### src/rtl/cq_parser.sv
// CQ (completer request) parser for a 256-bit PCIe AXI-Stream interface.
// Decodes the request descriptor on the sop beat, issues memory writes/reads
// to the user side, and holds completion context until the completion is sent.
// Optional statistics counters are built when CQ_PARSER_STATS_EN is defined.
module cq_parser #(
    parameter int unsigned DATA_WIDTH = 256
) (
    input  logic                  user_clk,
    input  logic                  user_rst_n,
    input  logic [DATA_WIDTH-1:0] m_axis_cq_tdata,
    input  logic                  m_axis_cq_tvalid,
    input  logic                  m_axis_cq_tlast,
    output logic [21:0]           m_axis_cq_tready,
    input  logic [84:0]           m_axis_cq_tuser,
    output logic [63:0]           req_addr,
    output logic [10:0]           req_dword_count,
    output logic [3:0]            req_first_be,
    output logic [3:0]            req_last_be,
    output logic                  wr_valid,
    output logic [127:0]          wr_data,
    input  logic                  wr_ready,
    output logic                  rd_valid,
    input  logic                  rd_ready,
    output logic [15:0]           cpl_requester_id,
    output logic [7:0]            cpl_tag,
    output logic [2:0]            cpl_tc,
    output logic [6:0]            cpl_lower_addr,
    output logic [2:0]            cpl_status,
    output logic                  cpl_err_valid,
    input  logic                  cpl_done,
    output logic [31:0]           stat_req_count,
    output logic [15:0]           stat_drop_count
);

    typedef enum logic [2:0] {StIdle, StWrIssue, StRdIssue, StCplWait, StDrain} state_e;
    // Action decided on the sop beat, executed immediately or after DRAIN.
    typedef enum logic [1:0] {ActWr, ActRd, ActCpl, ActDrop} act_e;

    localparam logic [2:0] CplOk = 3'b000;  // successful completion
    localparam logic [2:0] CplUr = 3'b001;  // unsupported request
    localparam logic [2:0] CplCa = 3'b100;  // completer abort

    state_e       state_q, state_d;
    act_e         act_q, act_new;
    logic         tready_q;
    logic         wr_valid_q, rd_valid_q, cpl_err_valid_q;
    logic [63:0]  addr_q;
    logic [10:0]  dw_count_q;
    logic [3:0]   first_be_q, last_be_q;
    logic [127:0] wr_data_q;
    logic [15:0]  rid_q;
    logic [7:0]   tag_q;
    logic [2:0]   tc_q;
    logic [6:0]   lower_addr_q;
    logic [2:0]   cpl_status_q, cpl_status_d, status_new;

    logic [3:0]   req_type;
    logic [10:0]  dw_count;
    logic [3:0]   first_be;
    logic         len_ok;
    logic         sop_beat, junk_beat, drain_last;
    logic [1:0]   be_off;

    assign req_type   = m_axis_cq_tdata[78:75];
    assign dw_count   = m_axis_cq_tdata[74:64];
    assign first_be   = m_axis_cq_tuser[3:0];
    assign len_ok     = (dw_count != 11'd0) && (dw_count <= 11'd4);
    assign sop_beat   = (state_q == StIdle) && m_axis_cq_tvalid && tready_q
                        && m_axis_cq_tuser[40];
    assign junk_beat  = (state_q == StIdle) && m_axis_cq_tvalid && tready_q
                        && !m_axis_cq_tuser[40];
    assign drain_last = (state_q == StDrain) && m_axis_cq_tvalid && tready_q
                        && m_axis_cq_tlast;

    function automatic state_e act_state(input act_e act);
        case (act)
            ActWr:   return StWrIssue;
            ActRd:   return StRdIssue;
            ActCpl:  return StCplWait;
            default: return StIdle;
        endcase
    endfunction

    // Classify the request type; messages (11xx) and MemWr are posted, all else non-posted.
    always_comb begin
        act_new    = ActCpl;
        status_new = CplOk;
        case (req_type)
            4'b0000: begin
                if (len_ok) begin
                    act_new = ActRd;
                end else begin
                    status_new = CplCa;
                end
            end
            4'b0001:                            act_new = len_ok ? ActWr : ActDrop;
            4'b1100, 4'b1101, 4'b1110, 4'b1111: act_new = ActDrop;
            default:                            status_new = CplUr;
        endcase
    end

    // Lowest enabled byte in first_be gives the byte offset for the lower address.
    always_comb begin
        be_off = 2'd0;
        casez (first_be)
            4'b???1: be_off = 2'd0;
            4'b??10: be_off = 2'd1;
            4'b?100: be_off = 2'd2;
            4'b1000: be_off = 2'd3;
            default: be_off = 2'd0;
        endcase
    end

    // Next-state logic.
    always_comb begin
        state_d      = state_q;
        cpl_status_d = sop_beat ? status_new : cpl_status_q;
        case (state_q)
            StIdle: begin
                if (sop_beat) state_d = m_axis_cq_tlast ? act_state(act_new) : StDrain;
            end
            StDrain:   if (drain_last) state_d = act_state(act_q);
            StWrIssue: if (wr_ready) state_d = StIdle;
            StRdIssue: if (rd_ready) state_d = StCplWait;
            StCplWait: if (cpl_done) state_d = StIdle;
            default:   state_d = StIdle;
        endcase
    end

    // State and registered handshake/flag outputs, all derived from the next state.
    always_ff @(posedge user_clk or negedge user_rst_n) begin
        if (!user_rst_n) begin
            state_q         <= StIdle;
            tready_q        <= 1'b0;
            wr_valid_q      <= 1'b0;
            rd_valid_q      <= 1'b0;
            cpl_err_valid_q <= 1'b0;
        end else begin
            state_q         <= state_d;
            tready_q        <= (state_d == StIdle) || (state_d == StDrain);
            wr_valid_q      <= (state_d == StWrIssue);
            rd_valid_q      <= (state_d == StRdIssue);
            cpl_err_valid_q <= (state_d == StCplWait) && (cpl_status_d != CplOk);
        end
    end

    // Descriptor capture on the sop beat; fields hold until the next request.
    always_ff @(posedge user_clk or negedge user_rst_n) begin
        if (!user_rst_n) begin
            act_q        <= ActDrop;
            addr_q       <= '0;
            dw_count_q   <= '0;
            first_be_q   <= '0;
            last_be_q    <= '0;
            wr_data_q    <= '0;
            rid_q        <= '0;
            tag_q        <= '0;
            tc_q         <= '0;
            lower_addr_q <= '0;
            cpl_status_q <= CplOk;
        end else if (sop_beat) begin
            act_q        <= act_new;
            addr_q       <= {m_axis_cq_tdata[63:2], 2'b00};
            dw_count_q   <= dw_count;
            first_be_q   <= first_be;
            last_be_q    <= m_axis_cq_tuser[7:4];
            wr_data_q    <= m_axis_cq_tdata[255:128];
            rid_q        <= m_axis_cq_tdata[95:80];
            tag_q        <= m_axis_cq_tdata[103:96];
            tc_q         <= m_axis_cq_tdata[123:121];
            lower_addr_q <= {m_axis_cq_tdata[6:2], be_off};
            cpl_status_q <= status_new;
        end
    end

`ifdef CQ_PARSER_STATS_EN
    logic [31:0] req_cnt_q;
    logic [15:0] drop_cnt_q;
    logic        drop_event;

    assign drop_event = junk_beat || (sop_beat && (act_new == ActDrop));

    // Request counter wraps; drop counter saturates.
    always_ff @(posedge user_clk or negedge user_rst_n) begin
        if (!user_rst_n) begin
            req_cnt_q  <= '0;
            drop_cnt_q <= '0;
        end else begin
            if (sop_beat) req_cnt_q <= req_cnt_q + 32'd1;
            if (drop_event && (drop_cnt_q != 16'hFFFF)) drop_cnt_q <= drop_cnt_q + 16'd1;
        end
    end

    assign stat_req_count  = req_cnt_q;
    assign stat_drop_count = drop_cnt_q;
`else
    logic unused_junk;
    assign unused_junk     = junk_beat;
    assign stat_req_count  = '0;
    assign stat_drop_count = '0;
`endif

    assign m_axis_cq_tready = {22{tready_q}};
    assign req_addr         = addr_q;
    assign req_dword_count  = dw_count_q;
    assign req_first_be     = first_be_q;
    assign req_last_be      = last_be_q;
    assign wr_valid         = wr_valid_q;
    assign wr_data          = wr_data_q;
    assign rd_valid         = rd_valid_q;
    assign cpl_requester_id = rid_q;
    assign cpl_tag          = tag_q;
    assign cpl_tc           = tc_q;
    assign cpl_lower_addr   = lower_addr_q;
    assign cpl_status       = cpl_status_q;
    assign cpl_err_valid    = cpl_err_valid_q;

    // Descriptor/sideband bits this block does not decode.
    logic unused_bits;
    assign unused_bits = ^{m_axis_cq_tuser[84:41], m_axis_cq_tuser[39:8],
                           m_axis_cq_tdata[1:0], m_axis_cq_tdata[79],
                           m_axis_cq_tdata[120:104], m_axis_cq_tdata[127:124]};

endmodule
### config.mk
export PLATFORM = sky130hd
export DESIGN_NAME = cq_parser
export DESIGN_NICKNAME = d
export VERILOG_FILES = /design/src/rtl/cq_parser.sv
export SDC_FILE = /design/constraint.sdc
export NUM_CORES = 1
export LEC_CHECK = 0
export CORE_AREA = 10 10 249 251
export DETAILED_ROUTE_END_ITERATION = 10
export DIE_AREA = 0 0 259 261
export SETUP_SLACK_MARGIN = 0.2
export SYNTH_ARGS = -nofsm -noshare
export SYNTH_HDL_FRONTEND = slang
export SYNTH_SLANG_ARGS = --single-unit
### constraint.sdc
create_clock -name user_clk -period 3.1 [get_ports user_clk]
set_input_delay 0.775 -clock user_clk [delete_from_list [all_inputs] [get_ports user_clk]]
set_output_delay 0.775 -clock user_clk [all_outputs]
set_load 0.1 [all_outputs]
==> results of run 1 <==
cell families (layout without fill, tap and decap cells):
kind of cell | count (synthesis) | count (layout)
AND/OR/NAND/NOR | 746 | 746
multiplexers | 2 | 2
AO/OA/AOI/OAI | 16 | 16
adder cells (fa/ha/maj) | 3 | 3
buffers and inverters | 136 | 600
other | 1 | 51
flip-flops | 250 | 250
cell type report:
cell class / count / area [um^2] / area share (%)
Clock buffer: 42 / 815 / 5.01
Sequential cell: 250 / 6260 / 38.5
Clock inverter: 10 / 106 / 0.654
Timing Repair Buffer: 544 / 4820 / 29.6
Multi-Input combinational cell: 817 / 3280 / 20.2
Tap cell: 765 / 957 / 5.89
Antenna cell: 1 / 2.50 / 0.0154
Inverter: 4 / 15.0 / 0.0924
flip-flops by register name, indices dropped and copies added (netlist names):
signal            flops
cpl_status            3
cpl_err_valid         1
state_q               3
req_first_be          4
req_dword_count      11
act_q                 2
req_addr             58
cpl_requester_id     16
cpl_tag               8
tready_q              1
rd_valid              1
req_last_be           4
cpl_lower_addr        6
wr_data             128
wr_valid              1
cpl_tc                3
layout by cell type, fill, tap and decap left out, types with 2 or more instances in the layout:
cell	instances
nand2_1	715
a31oi_1	2
conb_1	50
o21ai_0	3
buf_12	9
nor2b_1	3
mux2i_1	2
clkdlybuf4s50_1	246
dfrtp_1	248
clkbuf_1	9
nor3_1	3
ha_1	3
and2_1	3
a21oi_1	2
nor2_1	8
inv_1	4
clkinv_2	6
clkbuf_8	4
dfstp_2	2
buf_4	288
bufinv_16	2
clkbuf_16	29
nor4_1	2
layer usage:
layer,track usage (%),part of all wire (%),vias to the layer above
met2,17.7,47,356
li1,-,-,4354
met4,3.53,2.5,2
met1,13.2,40,4252
met3,4.27,11,54
met5,0,0.023,-
final timing paths:
| kind | startpoint | to | slack, ns | cells past startpoint |
|---|---|---|---|---|
| setup reg to reg | tready_q$_DFF_PN0_ | wr_data[52]$_DFFE_PN0P_ | 0.95 | 6 |
| hold / removal | user_rst_n | wr_data[21]$_DFFE_PN0P_ | 0.18 | 1 |
| min in group user_clk | cpl_tag[5]$_DFFE_PN0P_ | cpl_tag[5]$_DFFE_PN0P_ | 0.47 | 2 |
| max in group asynchronous | user_rst_n | wr_data[120]$_DFFE_PN0P_ | 2.18 | 2 |
| setup / recovery | m_axis_cq_tvalid | wr_data[52]$_DFFE_PN0P_ | 0.75 | 6 |
| hold reg to reg | cpl_tag[5]$_DFFE_PN0P_ | cpl_tag[5]$_DFFE_PN0P_ | 0.47 | 2 |
stage by stage:
stage	setup slack, ns	std cells
after global placement	0.306	2380
after global routing	0.759	2433
final	0.752	2433
after floorplan	0.961	1203
after detailed placement	0.267	2380
after CTS	0.794	2432
cell usage after synthesis, drive strengths merged:
cell type and instances:
a211oi 1, a21oi 2, a22oi 1, a31oi 2, and2 3, and3 1, and4b 1, buf 124
clkbuf 8, conb 1, dfrtp 248, dfstp 2, ha 3, inv 4, mux2i 2, nand2 715
nand2b 1, nand3 1, nand3b 1, nand4 1, nor2 9, nor2b 3, nor3 3, nor4 3
nor4b 1, o21ai 5, o311ai 1, o31ai 1, o41ai 3, or3 1, or3b 1, or4 1
==> out/results.env, run 1 <==
MAX_CAPACITANCE_VIOLATION_TOTAL=0
CP.BUFFERS_INVERTERS=2
OVERFLOW=0
CLOCK_TREE.ROOT_CELL='clkbuf_16'
CLOCK_INSERTION_DELAY_WORST_SKEW_NS=0.57
DETAIL_ROUTE.WL_PER_CELL_UM=16.4
CLOCK_SKEW_NS=0.0179
FINALSETUPTNS_NS=0
SYNTH_SIMPLE_GATE_AREA_SHARE_PCT=28.1
WORSTPATHCELLLIST='clkdlybuf4s50_1 > nand2_1 > or4_4 > buf_12 > nand2_1 > nand2_1'
POSTCTSSETUPREPAIRBUFS=0
PORTBUFFERS=518
ROUTABILITYCONGESTION=0.793
CTSHOLDBUFFERS=0
CTS-HTREE-LEVELS=1
DIE_W_UM=259
DRT-VIAS-PER-INSTANCE=3.71
WIRE_LENGTH_OF_THE_FIRST_GLOBAL_ROUTING_PASS_MM=58.4
TIMING.CRITICAL_PATH.TO_TYPE='register'
WORSTPATHMAXFANOUT=104
HOLD_VIOLATIONS=0
CRITICAL_PATH.STARTPOINT_TYPE='input pin'
DETAILED_PLACE.AREA_UM2=15300
POST_CTS_RESIZED=0
RSZ0062_AT_GRT='no'
SYNTH_TOP_FAMILY_BY_AREA='simple AND/OR/NAND/NOR gates'
SLOWEST_DELAY_NS=0.63
CRIT_PATH_TOP_DELAY_CELL='or4_4'
FLOORPLAN.ROWS=88
POSTROUTEWIRELENGTH_MM=39.8
FAMILY_WITH_THE_MOST_DELAY_ON_THE_WORST_PATH='simple AND/OR/NAND/NOR gates'
DIE-HEIGHT_UM=261
DR.PASS1.ITERS=7
CRIT_REQUIRED_NS=3.54
CTS_TREE='yes'
FINAL_COUNT_OF_PINS_VIOLATING_MAX_SLEW=0
SLEW-LIMIT-HEADROOM_PCT=58.7
DP_HPWL_MM=31.1
WORSTPATHARRIVAL_NS=2.79
POST_SYNTH.CELL_AREA_AVG_UM2=8.86
ROUTED_VIAS=9018
VIA_COUNT_OF_THE_FIRST_GLOBAL_ROUTING_PASS=9384
LAYOUT.FILLER_CELLS=6001
SETUP-VIOLATIONS-FINAL=0
SYNTH.LARGEST_AREA_CELL='dfrtp_1'
NUM_IO_PINS=669
FINAL_NET_COUNT=1997
TRITONCTS.NUM_BUFFERS=29
MUXSHAREOFSYNTHAREA_PCT=0.196
CTS_MAX_PATH_BUFFERS=3
XOR_XNOR_SHARE_OF_THE_SYNTHESIZED_AREA_PCT=0
UTILIZATION_PCT=28.5
SYNTH_TOP_AREA_SHARE_PCT=60.7
GLOBALROUTETOTALUTIL_PCT=11.0
INITIAL_ANTENNA_VIOLATION_COUNT=2
DIE_AREA_UM2=67600
TRITONCTS_SINKS=250
SYN-CELL-AREA_UM2=10200
POST_SYNTH_NUM_CELL_TYPES=39
FINAL_AREA_UM2=16300
SYNTHCELLS=1154
GRT_START_MAX_NET_PINS=105
SYNTH.YOSYS.SEQ_AREA_SHARE_PCT=61.2
SYNTHTOPCELLSBYAREA='dfrtp_1 (61%), nand2_1 (26%), buf_4 (5.7%), buf_2 (2.2%), dfstp_2 (0.51%)'
SYNTH_ADDER_AREA_SHARE_PCT=0.367
FIN_CRIT_SH_PCT=75.7
OUTCOME='completed'
DRT_ITER0_DRC=574
CRITPATHMOSTFREQUENTCELL='nand2_1'
SYNTH_WARNINGS=0
ANTENNA_LEFT=0
FIN_WORST_HOLD_SLACK_NS=0.175
LAYOUT-DRIVE-GT1-SHARE_PCT=21.2
REMAINING_DRC_ERRORS=0
WORST-SETUP-PATH-TYPE='input pin to register'
CLKTRANSATPATHREGS_NS=0.06
FIN_CRIT_NS=2.35
CORE_AREA_UM2=57100
SYN_TO_FINAL_GROWTH_PCT=59.0
FLOORPLAN.INITIALDENSITY_PCT=17.9
TIGHTEST_SLEW_NS=0.619
SYNTH_COMPOUND_GATE_AREA_SHARE_PCT=1.54
ACHIEVABLE-FREQUENCY_GHz=0.426
POSTSYNTHREGISTERBITS=250
HOLDCRITPATHCLASS='input pin to asynchronous set/reset pin'
Power of run 1 is not shown: default switching activity piles up to over one toggle a cycle in this logic, so the estimate is an artifact.
==> inputs of run 2 (changes only) <==
CORE_AREA = 10 10 252 254   (was 10 10 249 251)
DIE_AREA = 0 0 262 264   (was 0 0 259 261)
clock period = 2.35 ns   (was 3.1 ns; I/O delays follow)
==> run 2 against run 1 <==
Via count grew 1.0%. Non-clock buffer count grew 35. Utilization grew 0.58 points. Routed wire length grew 2.8%. Highest routed layer unchanged. Clock skew shrank 0.0027 ns. Global-route usage grew 0.21 points.
==> out/results.env, run 2 (synthesized netlist as in run 1, its figures left out) <==
FINAL_COUNT_OF_PINS_VIOLATING_MAX_SLEW=0
FIN_CRIT_SH_PCT=88.6
FLOORPLAN.ROWS=89
DIE_W_UM=262
PORTBUFFERS=518
CORE_AREA_UM2=58500
WORST-SETUP-PATH-TYPE='register to output port'
POSTROUTEWIRELENGTH_MM=41.0
DIE-HEIGHT_UM=264
FAMILY_WITH_THE_MOST_DELAY_ON_THE_WORST_PATH='flip-flops'
TRITONCTS.NUM_BUFFERS=29
CLKTRANSATPATHREGS_NS=0.06
RSZ0062_AT_GRT='no'
FINAL_CELL_MIX='nand2_1 (715), buf_4 (291), dfrtp_1 (248)'
CLOCK_SKEW_NS=0.0151
OUTCOME='completed'
LAYOUT.FILLER_CELLS=6131
CLOCK_TREE.ROOT_CELL='clkbuf_16'
WORSTPATHARRIVAL_NS=1.50
CRIT_PATH_TOP_DELAY_CELL='dfrtp_1'
FLOORPLAN.INITIALDENSITY_PCT=17.5
TIMING.CRITICAL_PATH.TO_TYPE='output port'
CTS_TREE='yes'
DIE_AREA_UM2=69200
HOLDCRITPATHCLASS='register to register'
ROUTED_VIAS=9112
WIRE_LENGTH_OF_THE_FIRST_GLOBAL_ROUTING_PASS_MM=60.5
DETAIL_ROUTE.WL_PER_CELL_UM=16.5
REMAINING_DRC_ERRORS=0
ANTENNA_LEFT=0
CTS_MAX_PATH_BUFFERS=3
HOLD_VIOLATIONS=0
LAYOUT-DRIVE-GT1-SHARE_PCT=22.6
NUM_IO_PINS=669
SYN_TO_FINAL_GROWTH_PCT=66.0
ROUTABILITYCONGESTION=0.794
UTILIZATION_PCT=29.0
ACHIEVABLE-FREQUENCY_GHz=0.480
CRIT_CELLS=2
FINAL_NET_COUNT=2032
WORSTPATHMAXFANOUT=11
CTS-HTREE-LEVELS=1
OVERFLOW=0
GRT_START_MAX_NET_PINS=61
MAX_CAPACITANCE_VIOLATION_TOTAL=0
MOSTFREQUENTLAYOUTCELL='nand2_1'
CLOCK_INSERTION_DELAY_WORST_SKEW_NS=0.56
HOLD_PATH_DEPTH=2
TRITONCTS_SINKS=250
CP.BUFFERS_INVERTERS=2
DR.PASS1.ITERS=4
CRIT_REQUIRED_NS=1.76
WORSTPATHCELLLIST='clkbuf_16 > buf_12'
DP_HPWL_MM=33.4
GLOBALROUTETOTALUTIL_PCT=11.2
DRT-VIAS-PER-INSTANCE=3.68
POSTCTSSETUPREPAIRBUFS=0
REG2REG_DEPTH=6
INITIAL_ANTENNA_VIOLATION_COUNT=8
FIN_CRIT_NS=2.08
SLOWEST_DELAY_NS=0.48
VIA_COUNT_OF_THE_FIRST_GLOBAL_ROUTING_PASS=9521
SETUP-VIOLATIONS-FINAL=0
DRT_ITER0_DRC=412
LARGEST_REGISTER_FFS=128
CRITICAL_PATH.STARTPOINT_TYPE='register'
run 2: cell count changes in the layout (fill, tap and decap cells not counted), sizes merged:
cell         delta
clkinvlp        -1
clkbuf          +7
dlygate4sd3     +1
buf            +33
bufinv          +1
clkinv          -5
run 2: worst reg2reg max path, cell delays in order, from the launching register on:
cell,delay (ns)
dfrtp_1,0.48
nand2_1,0.12
or4_4,0.60
buf_12,0.22
buf_12,0.28
nand2_1,0.08
nand2_1,0.06
run 2: cell type report:
type | instances | area [um^2] | area share, %
antenna | 1 | 2.50 | 0.0147
clock buffer | 48 | 857 | 5.05
clock inverter | 5 | 104 | 0.612
inverter | 4 | 15.0 | 0.0885
multi-input combinational | 817 | 3290 | 19.4
sequential | 250 | 6260 | 36.9
tap | 773 | 967 | 5.70
timing repair buffer | 579 | 5480 | 32.3
run 2: worst paths after layout:
path / start / end / slack [ns]
min in group asynchronous: user_rst_n / req_last_be[0]$_DFFE_PN0P_ / 0.50
max: tready_q$_DFF_PN0_ / m_axis_cq_tready[14] / 0.27
max in group asynchronous: user_rst_n / wr_data[42]$_DFFE_PN0P_ / 1.11
min: req_addr[41]$_DFFE_PN0P_ / req_addr[41]$_DFFE_PN0P_ / 0.47
min reg2reg: req_addr[41]$_DFFE_PN0P_ / req_addr[41]$_DFFE_PN0P_ / 0.47
max reg2reg: tready_q$_DFF_PN0_ / req_addr[53]$_DFFE_PN0P_ / 0.39
run 2: stage by stage:
stage / instance area (um^2) / hold WS (ns) / TNS, ns / setup WS, ns / std cells
after global placement: 16000 / 0.459 / -17.60 / -0.205 / 2421
final: 17000 / 0.473 / 0 / 0.267 / 2477
after global routing: 17000 / 0.486 / 0 / 0.201 / 2476
after CTS: 16900 / 0.470 / 0 / 0.198 / 2475
after detailed placement: 16000 / 0.462 / -18.58 / -0.246 / 2421
after floorplan: 10400 / 0.292 / 0 / 0.234 / 1203
run 2: what timing repair did:
item,CTS,global route
hold buffers,1,0
gates resized for setup,3,1
cloned,0,1
endpoints found under the hold margin,35,0
setup endpoints to repair,22,23
run 2: layer usage:
| layer | vias up | global-route usage, % | share of wire, % |
|---|---|---|---|
| li1 | 4441 | - | - |
| met1 | 4281 | 13.1 | 39 |
| met2 | 332 | 18.7 | 48 |
| met3 | 44 | 4.60 | 12 |
| met4 | 14 | 2.53 | 1.4 |
| met5 | - | 0 | 0.18 |
Power of run 2 is left out for the same reason.
==> inputs of run 3 (changes only) <==
CTS_CLUSTER_DIAMETER = 120   (was default)
MAX_ROUTING_LAYER = met4   (was default)
PLACE_DENSITY_LB_ADDON = 0.12   (was default)
==> run 3 against run 2 <==
Cell area grew 0.30%. Via count shrank 1.3%. Clock skew grew 0.0017 ns. Utilization grew 0.086 points. Hold slack lost 0.0012 ns. Highest routed layer is now met4. Register-to-register slack is essentially flat. Sequential share of layout area shrank 0.11 points. Critical path depth grew 3. Die area is the same. Critical path type is now input pin to register. Maximum frequency grew 0.69%.
==> out/results.env, run 3 (synthesized netlist as in run 1, its figures left out) <==
CORE_AREA_UM2=58500
CLOCK_TREE.ROOT_CELL='clkbuf_16'
VIA_COUNT_OF_THE_FIRST_GLOBAL_ROUTING_PASS=9383
FLOORPLAN.ROWS=89
TRITONCTS_SINKS=250
PORTBUFFERS=518
ACHIEVABLE-FREQUENCY_GHz=0.483
TRITONCTS.NUM_BUFFERS=34
FINALNONFILLERCELLS=2470
MOSTFREQUENTLAYOUTCELL='nand2_1'
INITIAL_ANTENNA_VIOLATION_COUNT=2
WORSTPATHCELLLIST='clkdlybuf4s50_1 > nand2_1 > or4_4 > buf_4 > o41ai_2'
REGTOREGENDPOINT='cpl_lower_addr[1]$_DFFE_PN0P_'
WIRE_LENGTH_OF_THE_FIRST_GLOBAL_ROUTING_PASS_MM=64.6
WORSTPATHARRIVAL_NS=2.49
FINAL_NET_COUNT=2021
FINAL_COUNT_OF_PINS_VIOLATING_MAX_SLEW=0
FINAL_CELL_MIX='nand2_1 (715), buf_4 (276), dfrtp_1 (248)'
WORST-SETUP-PATH-TYPE='input pin to register'
REG2REG_DEPTH=3
REMAINING_DRC_ERRORS=0
FIN_CRIT_NS=2.07
LAYOUT.FILLER_CELLS=6274
DETAILEDPLACE.WORSTSLACK_NS=-0.368
CP.BUFFERS_INVERTERS=2
RR_STARTPOINT='state_q[0]$_DFF_PN0_'
CLOCK_SKEW_NS=0.0168
SLOWEST_DELAY_NS=0.60
DRT_ITER0_DRC=469
DIE-HEIGHT_UM=264
LARGEST_REGISTER_FFS=128
CTS_TREE='yes'
CRIT_CELLS=5
SETUP-VIOLATIONS-FINAL=0
TIMING.CRITICAL_PATH.TO_TYPE='register'
GRT_START_MAX_NET_PINS=93
MAX_CAPACITANCE_VIOLATION_TOTAL=0
DETAIL_ROUTE.WL_PER_CELL_UM=18.0
ROUTABILITYCONGESTION=0.755
HOLD_VIOLATIONS=0
LAYOUT-DRIVE-GT1-SHARE_PCT=22.3
SYN_TO_FINAL_GROWTH_PCT=66.5
GLOBALROUTETOTALUTIL_PCT=12.7
ANTENNA_LEFT=0
CTS-HTREE-LEVELS=2
ROUTED_VIAS=8997
TIMING.HOLD.WORST_ENDPOINT='cpl_requester_id[5]$_DFFE_PN0P_'
SLEW-LIMIT-HEADROOM_PCT=62.2
DP.CELLS=2406
FLOORPLAN.INITIALDENSITY_PCT=17.5
TIMING.HOLD.WORST.START='cpl_requester_id[5]$_DFFE_PN0P_'
OVERFLOW=0
RRSETUPSLACK_NS=0.40
CRIT_REQUIRED_NS=2.77
UTILIZATION_PCT=29.1
DRT-VIAS-PER-INSTANCE=3.64
CLOCK_INSERTION_DELAY_WORST_SKEW_NS=0.52
FIN_CRIT_SH_PCT=88.0
HOLD_PATH_DEPTH=2
CLKTRANSATPATHREGS_NS=0.06
NUM_IO_PINS=669
FINAL.SETUP.WORST_SLACK_NS=0.281
RSZ0062_AT_GRT='no'
DP_HPWL_MM=34.2
DIE_W_UM=262
DIE_AREA_UM2=69200
WORSTPATHMAXFANOUT=48
CRIT_PATH_TOP_DELAY_CELL='or4_4'
OUTCOME='completed'
CTS_MAX_PATH_BUFFERS=3
DR.PASS1.ITERS=5
HOLDCRITPATHCLASS='register to register'
POSTROUTEWIRELENGTH_MM=44.5
FAMILY_WITH_THE_MOST_DELAY_ON_THE_WORST_PATH='buffers and inverters'
FINALSETUPTNS_NS=0
CRITICAL_PATH.STARTPOINT_TYPE='input pin'
TIGHTEST_SLEW_NS=0.567
run 3: cell count changes in the layout (fill, tap and decap cells not counted):
cell       change
clkbuf_16      +5
buf_4         -15
clkbuf_1       -2
nor4_2         -1
clkbuf_8       +2
diode_2        +1
mux2i_2        -1
mux2i_1        +1
clkinv_2       +2
nor4_4         +1
run 3: worst reg2reg max path, stage by stage (launching register included):
cell,delay [ns]
dfrtp_1,0.48
or4_4,0.67
buf_4,0.35
o41ai_2,0.35
run 3: through the flow:
stage | hold slack [ns] | instance area (um^2)
4_1_cts | 0.477 | 17000
5_1_grt | 0.489 | 17000
6_report | 0.472 | 17000
3_5_place_dp | 0.463 | 15800
3_3_place_gp | 0.461 | 15800
2_1_floorplan | 0.292 | 10400
run 3: timing repair:
item	CTS	global route
endpoints found under the setup margin	24	0
setup buffers	0	0
endpoints found under the hold margin	27	0
gates resized for setup	4	0
hold buffers	1	0
run 3: per-layer routing:
layer | share of wire, % | wire (um) | GRT usage [%]
met5 | 0 | 0 | -
met4 | 1.7 | 741 | 3.23
met3 | 8.7 | 3860 | 4.57
met2 | 49 | 21900 | 20.9
met1 | 40 | 18000 | 14.5
run 3: area by class of cell:
cell class / count / area, um^2 / area share (%)
sequential: 250 / 6260 / 36.8
timing repair buffer: 563 / 5340 / 31.4
multi-input combinational: 817 / 3290 / 19.3
clock buffer: 54 / 1030 / 6.04
tap: 773 / 967 / 5.68
clock inverter: 7 / 114 / 0.669
inverter: 4 / 15.0 / 0.0882
antenna: 2 / 5.00 / 0.0294
run 3: worst max-delay path by stage:
stage | from | endpoint
global placement | m_axis_cq_tvalid | wr_data[15]$_DFFE_PN0P_
CTS | tready_q$_DFF_PN0_ | m_axis_cq_tready[19]
detailed placement | m_axis_cq_tvalid | wr_data[15]$_DFFE_PN0P_
finish | m_axis_cq_tvalid | cpl_lower_addr[1]$_DFFE_PN0P_
global route | tready_q$_DFF_PN0_ | m_axis_cq_tready[19]
floorplan | tready_q$_DFF_PN0_ | cpl_lower_addr[1]$_DFFE_PN0P_
Power of run 3 is left out for the same reason.
==> RTL change 1: new RTL, settings of run 2 <==
Register the output `cpl_status` once more; this adds one clock of latency there. The other outputs are not delayed to match.
--- a/src/rtl/cq_parser.sv
+++ b/src/rtl/cq_parser.sv
@@ -214,3 +214,5 @@
     assign cpl_lower_addr   = lower_addr_q;
-    assign cpl_status       = cpl_status_q;
+    always_ff @(posedge user_clk) begin
+        cpl_status <= cpl_status_q;
+    end
     assign cpl_err_valid    = cpl_err_valid_q;
Formal check against the unedited RTL: not equivalent (Yosys sat finds a counterexample within 4 cycles, from zero or initial values and one cycle with user_rst_n low).
==> RTL change 1 against run 2 <==
Area after synthesis increased by 0.59%. Critical path depth grew 6. Final cell count decreased by 0.20%. Sequential cell count rose by 3. Setup slack better by 0.049 ns. Count of clock-buffer cells in the layout decreased by 6. First-iteration DRC count grew 15%. Routed wire length is 6.5% lower. Cell area down 0.27%. Fmax rose by 2.4%. Critical endpoint is now rd_valid. Synthesized cell count increased by 0.26%.
Power is left out: the tool's default activity adds up to more than one toggle a clock period on the data nets, which glitch-free logic cannot reach.
==> RTL change 1: results <==
[detailed_routing]
totalWireLength_microns = 38300
drc = 0
drt-initial-drc-count = 473
drt_first_pass_iters = 6
avgViaCountPerCell = 3.72

[yosys]
synth.yosys.seq_area_share = 0.614
async_flop_share = 0.988
ys_types = 40
synthTopCellsByArea = "dfrtp_1, nand2_1, buf_4, buf_2, dfxtp_1"
yosysWarnings = 0
netlist_instances = 1157
synthTopCellsByCount = "nand2_1, dfrtp_1, buf_4"
synthFlopType = "dfrtp_1"

[min_path]
hp-class = "reg -> reg"
holdCritStartpoint = "cpl_status_q[2]"

[worst_setup_path]
rr_startpoint = "state_q[0]"
arrival_ns = 2.49
cp_max_fo = 5
crit_path_start = "m_axis_cq_tdata[68]"

[global_route]
gr-usage-all-layers = 0.103
grt_pass1_wl_microns = 57400
grt_start_max_net_pins = 117
grt_pass1_vias = 9747
antenna_found_initial = 2

[clocking]
clock-root-buffer = "clkbuf_16"
clk_pin_slew_ns = 0.06
htree_levels = 1
cts_buffers = 30
cts_buffer_depth = 3
clk_latency_ns = 0.57

[place]
gp_congestion = 0.783
place_ws_ns = -0.431
io_buffers = 518
dp.final_hpwl_microns = 29900
placed_cell_area_sq_um = 15900
placedCellCount = 2417

[run_status]
status = "complete, no violations"

[finish]
largest_register_ff_count = 128
nNetsFinal = 2029
n_antenna_cell = 0
fin_cells = 2472
layout-drive-gt1-share = 0.226

[timing]
relSlewSlack = 0.563
finClkSkew_ns = 0.0116
-- RTL change 1: cell type report --
cell class	count	area (sq um)
well taps	773	967
flip-flops and latches	253	6320
fillers	6142	41500
inverters	4	15.0
repair buffers	572	5380
clock inverters	11	88.8
clock buffers	42	847
multi-input cells	817	3310
-- RTL change 1: stage by stage --
step	util	hold WS [ns]
floorplan	-	0.292
global placement	0.272	0.378
detailed placement	0.272	0.386
CTS	0.289	0.399
global route	0.289	0.405
finish	0.289	0.401
-- RTL change 1: layer usage --
layer  share of wire  vias to the layer above  track usage
met4           0.025                        4       0.0290
li1                -                     4430            -
met5         0.00081                        -            0
met3            0.10                       47       0.0384
met1            0.38                     4362        0.115
met2            0.49                      360        0.180
-- RTL change 1: final timing paths --
path                                 end  slack [ns]  cells after the start
setup reg to reg             wr_data[43]        0.39                      4
max in group asynchronous   req_addr[30]        1.05                      3
setup / recovery                rd_valid        0.32                      8
min in group asynchronous     wr_data[8]        0.57                      2
hold reg to reg            cpl_status[2]        0.40                      0
hold / removal             cpl_status[2]        0.40                      0
-- RTL change 1: repair_timing --
item,4_1_cts,5_1_grt
hold endpoints to repair,44,0
hold buffers,1,0
buffers inserted,0,0
setup endpoints to repair,28,3
resized for setup,7,1
cloned,1,0
-- RTL change 1: cells by family after synthesis --
family	count (synthesis)	synth area share
other	1	0.000365
buffers and inverters	136	0.0847
adders and majority gates	3	0.00365
muxes	2	0.00195
AOI/OAI and AO/OA	16	0.0153
DFF	253	0.614
and+or+nand+nor	746	0.280
-- RTL change 1: worst max-delay path, stage by stage --
cell and delay, ns:
clkdlybuf4s50_1 0.46, nor4_4 0.33, buf_4 0.15, and4b_1 0.24, mux2i_1 0.30, a211oi_2 0.10, buf_4 0.16, and2_1 0.15
==> RTL change 2: new RTL, flow settings as in run 2 <==
Made on the original files. The option `CQ_PARSER_STATS_EN` is turned on by a define.
--- a/src/rtl/cq_parser.sv
+++ b/src/rtl/cq_parser.sv
@@ -4,2 +4,4 @@
 // Optional statistics counters are built when CQ_PARSER_STATS_EN is defined.
+`define CQ_PARSER_STATS_EN
+
 module cq_parser #(
Formal check against the unedited RTL: not equivalent (a bounded check fails within 4 cycles, from zero or initial values and one cycle with user_rst_n low).
==> RTL change 2 against run 2 <==
The flow now finishes with violations (negative setup slack). Register-to-register slack got worse by 0.26 ns. Routed wire length rose by 13%. Area after synthesis increased by 17%. Via count is 18% higher. Sequential cell count grew 48. Setup slack got worse by 0.47 ns. Cell area is 15% higher.
Power is not shown: default switching activity piles up to over one toggle a cycle in this logic, so the estimate is an artifact.
==> RTL change 2: results <==
[global_route]
antenna_found_initial = 4
gr-usage-all-layers = 0.128
grt_start_max_net_pins = 99

[finish]
multi_input_area_share = 0.210
inverters = 15
clkbuf_count = 51
buffers = 638
nNetsFinal = 2245
fillers = 6001
n_antenna_cell = 3
seq_share = 0.382
flops_and_latches = 298
layout-drive-gt1-share = 0.259
nMultiInputCombCells = 902

[timing]
fin_ws_ns = -0.204
setup_viol = 16

[run_status]
violations = "negative setup slack"
status = "finished, violations left"

[clocking]
clk_latency_ns = 0.53
cts_setup_buffers = 3
htree_levels = 2

[yosys]
avgSynthCellArea_sq_um = 9.23
synthTopCellsByArea = "dfrtp_1, nand2_1, xnor2_1, buf_4, xor2_1"
synth_xor_area_frac = 0.0337
synthTopCellsByCount = "nand2_1, dfrtp_1, buf_4"
synth.yosys.seq_area_share = 0.623

[place]
io_buffers = 566

[detailed_routing]
vias = 10772
drt_first_pass_iters = 5
avgViaCountPerCell = 4.01

[worst_setup_path]
arrival_ns = 3.00
cp_max_fo = 5

[min_path]
hp-class = "in -> reg"
## RTL change 2: cell types whose count changed in the layout (fill, tap and decap cells not counted), moves of 16 or more
cell and change:
buf_4 +56, conb_1 -48, dfrtp_1 +34, xnor2_1 +27, xor2_1 +18, nand4_1 +16
## RTL change 2: layer usage
layer / wire length, microns / track usage
met1: 18300 / 0.148
met2: 22500 / 0.216
met3: 4570 / 0.0540
met4: 821 / 0.0312
met5: 13 / 0
## RTL change 2: path summary, 6_finish.rpt
| kind | startpoint | endpoint | slack, ns | depth (start not counted) |
|---|---|---|---|---|
| max in group asynchronous | user_rst_n | act_q[0] | 1.01 | 3 |
| worst min register to register | wr_data[59] | wr_data[59] | 0.47 | 2 |
| worst min-delay path | m_axis_cq_tdata[66] | req_dword_count[2] | 0.30 | 3 |
| worst max-delay path | m_axis_cq_tdata[76] | stat_drop_count[14] | -0.20 | 13 |
| min in group asynchronous | user_rst_n | req_first_be[0] | 0.58 | 2 |
| worst max register to register | stat_drop_count[7] | stat_drop_count[14] | 0.13 | 6 |
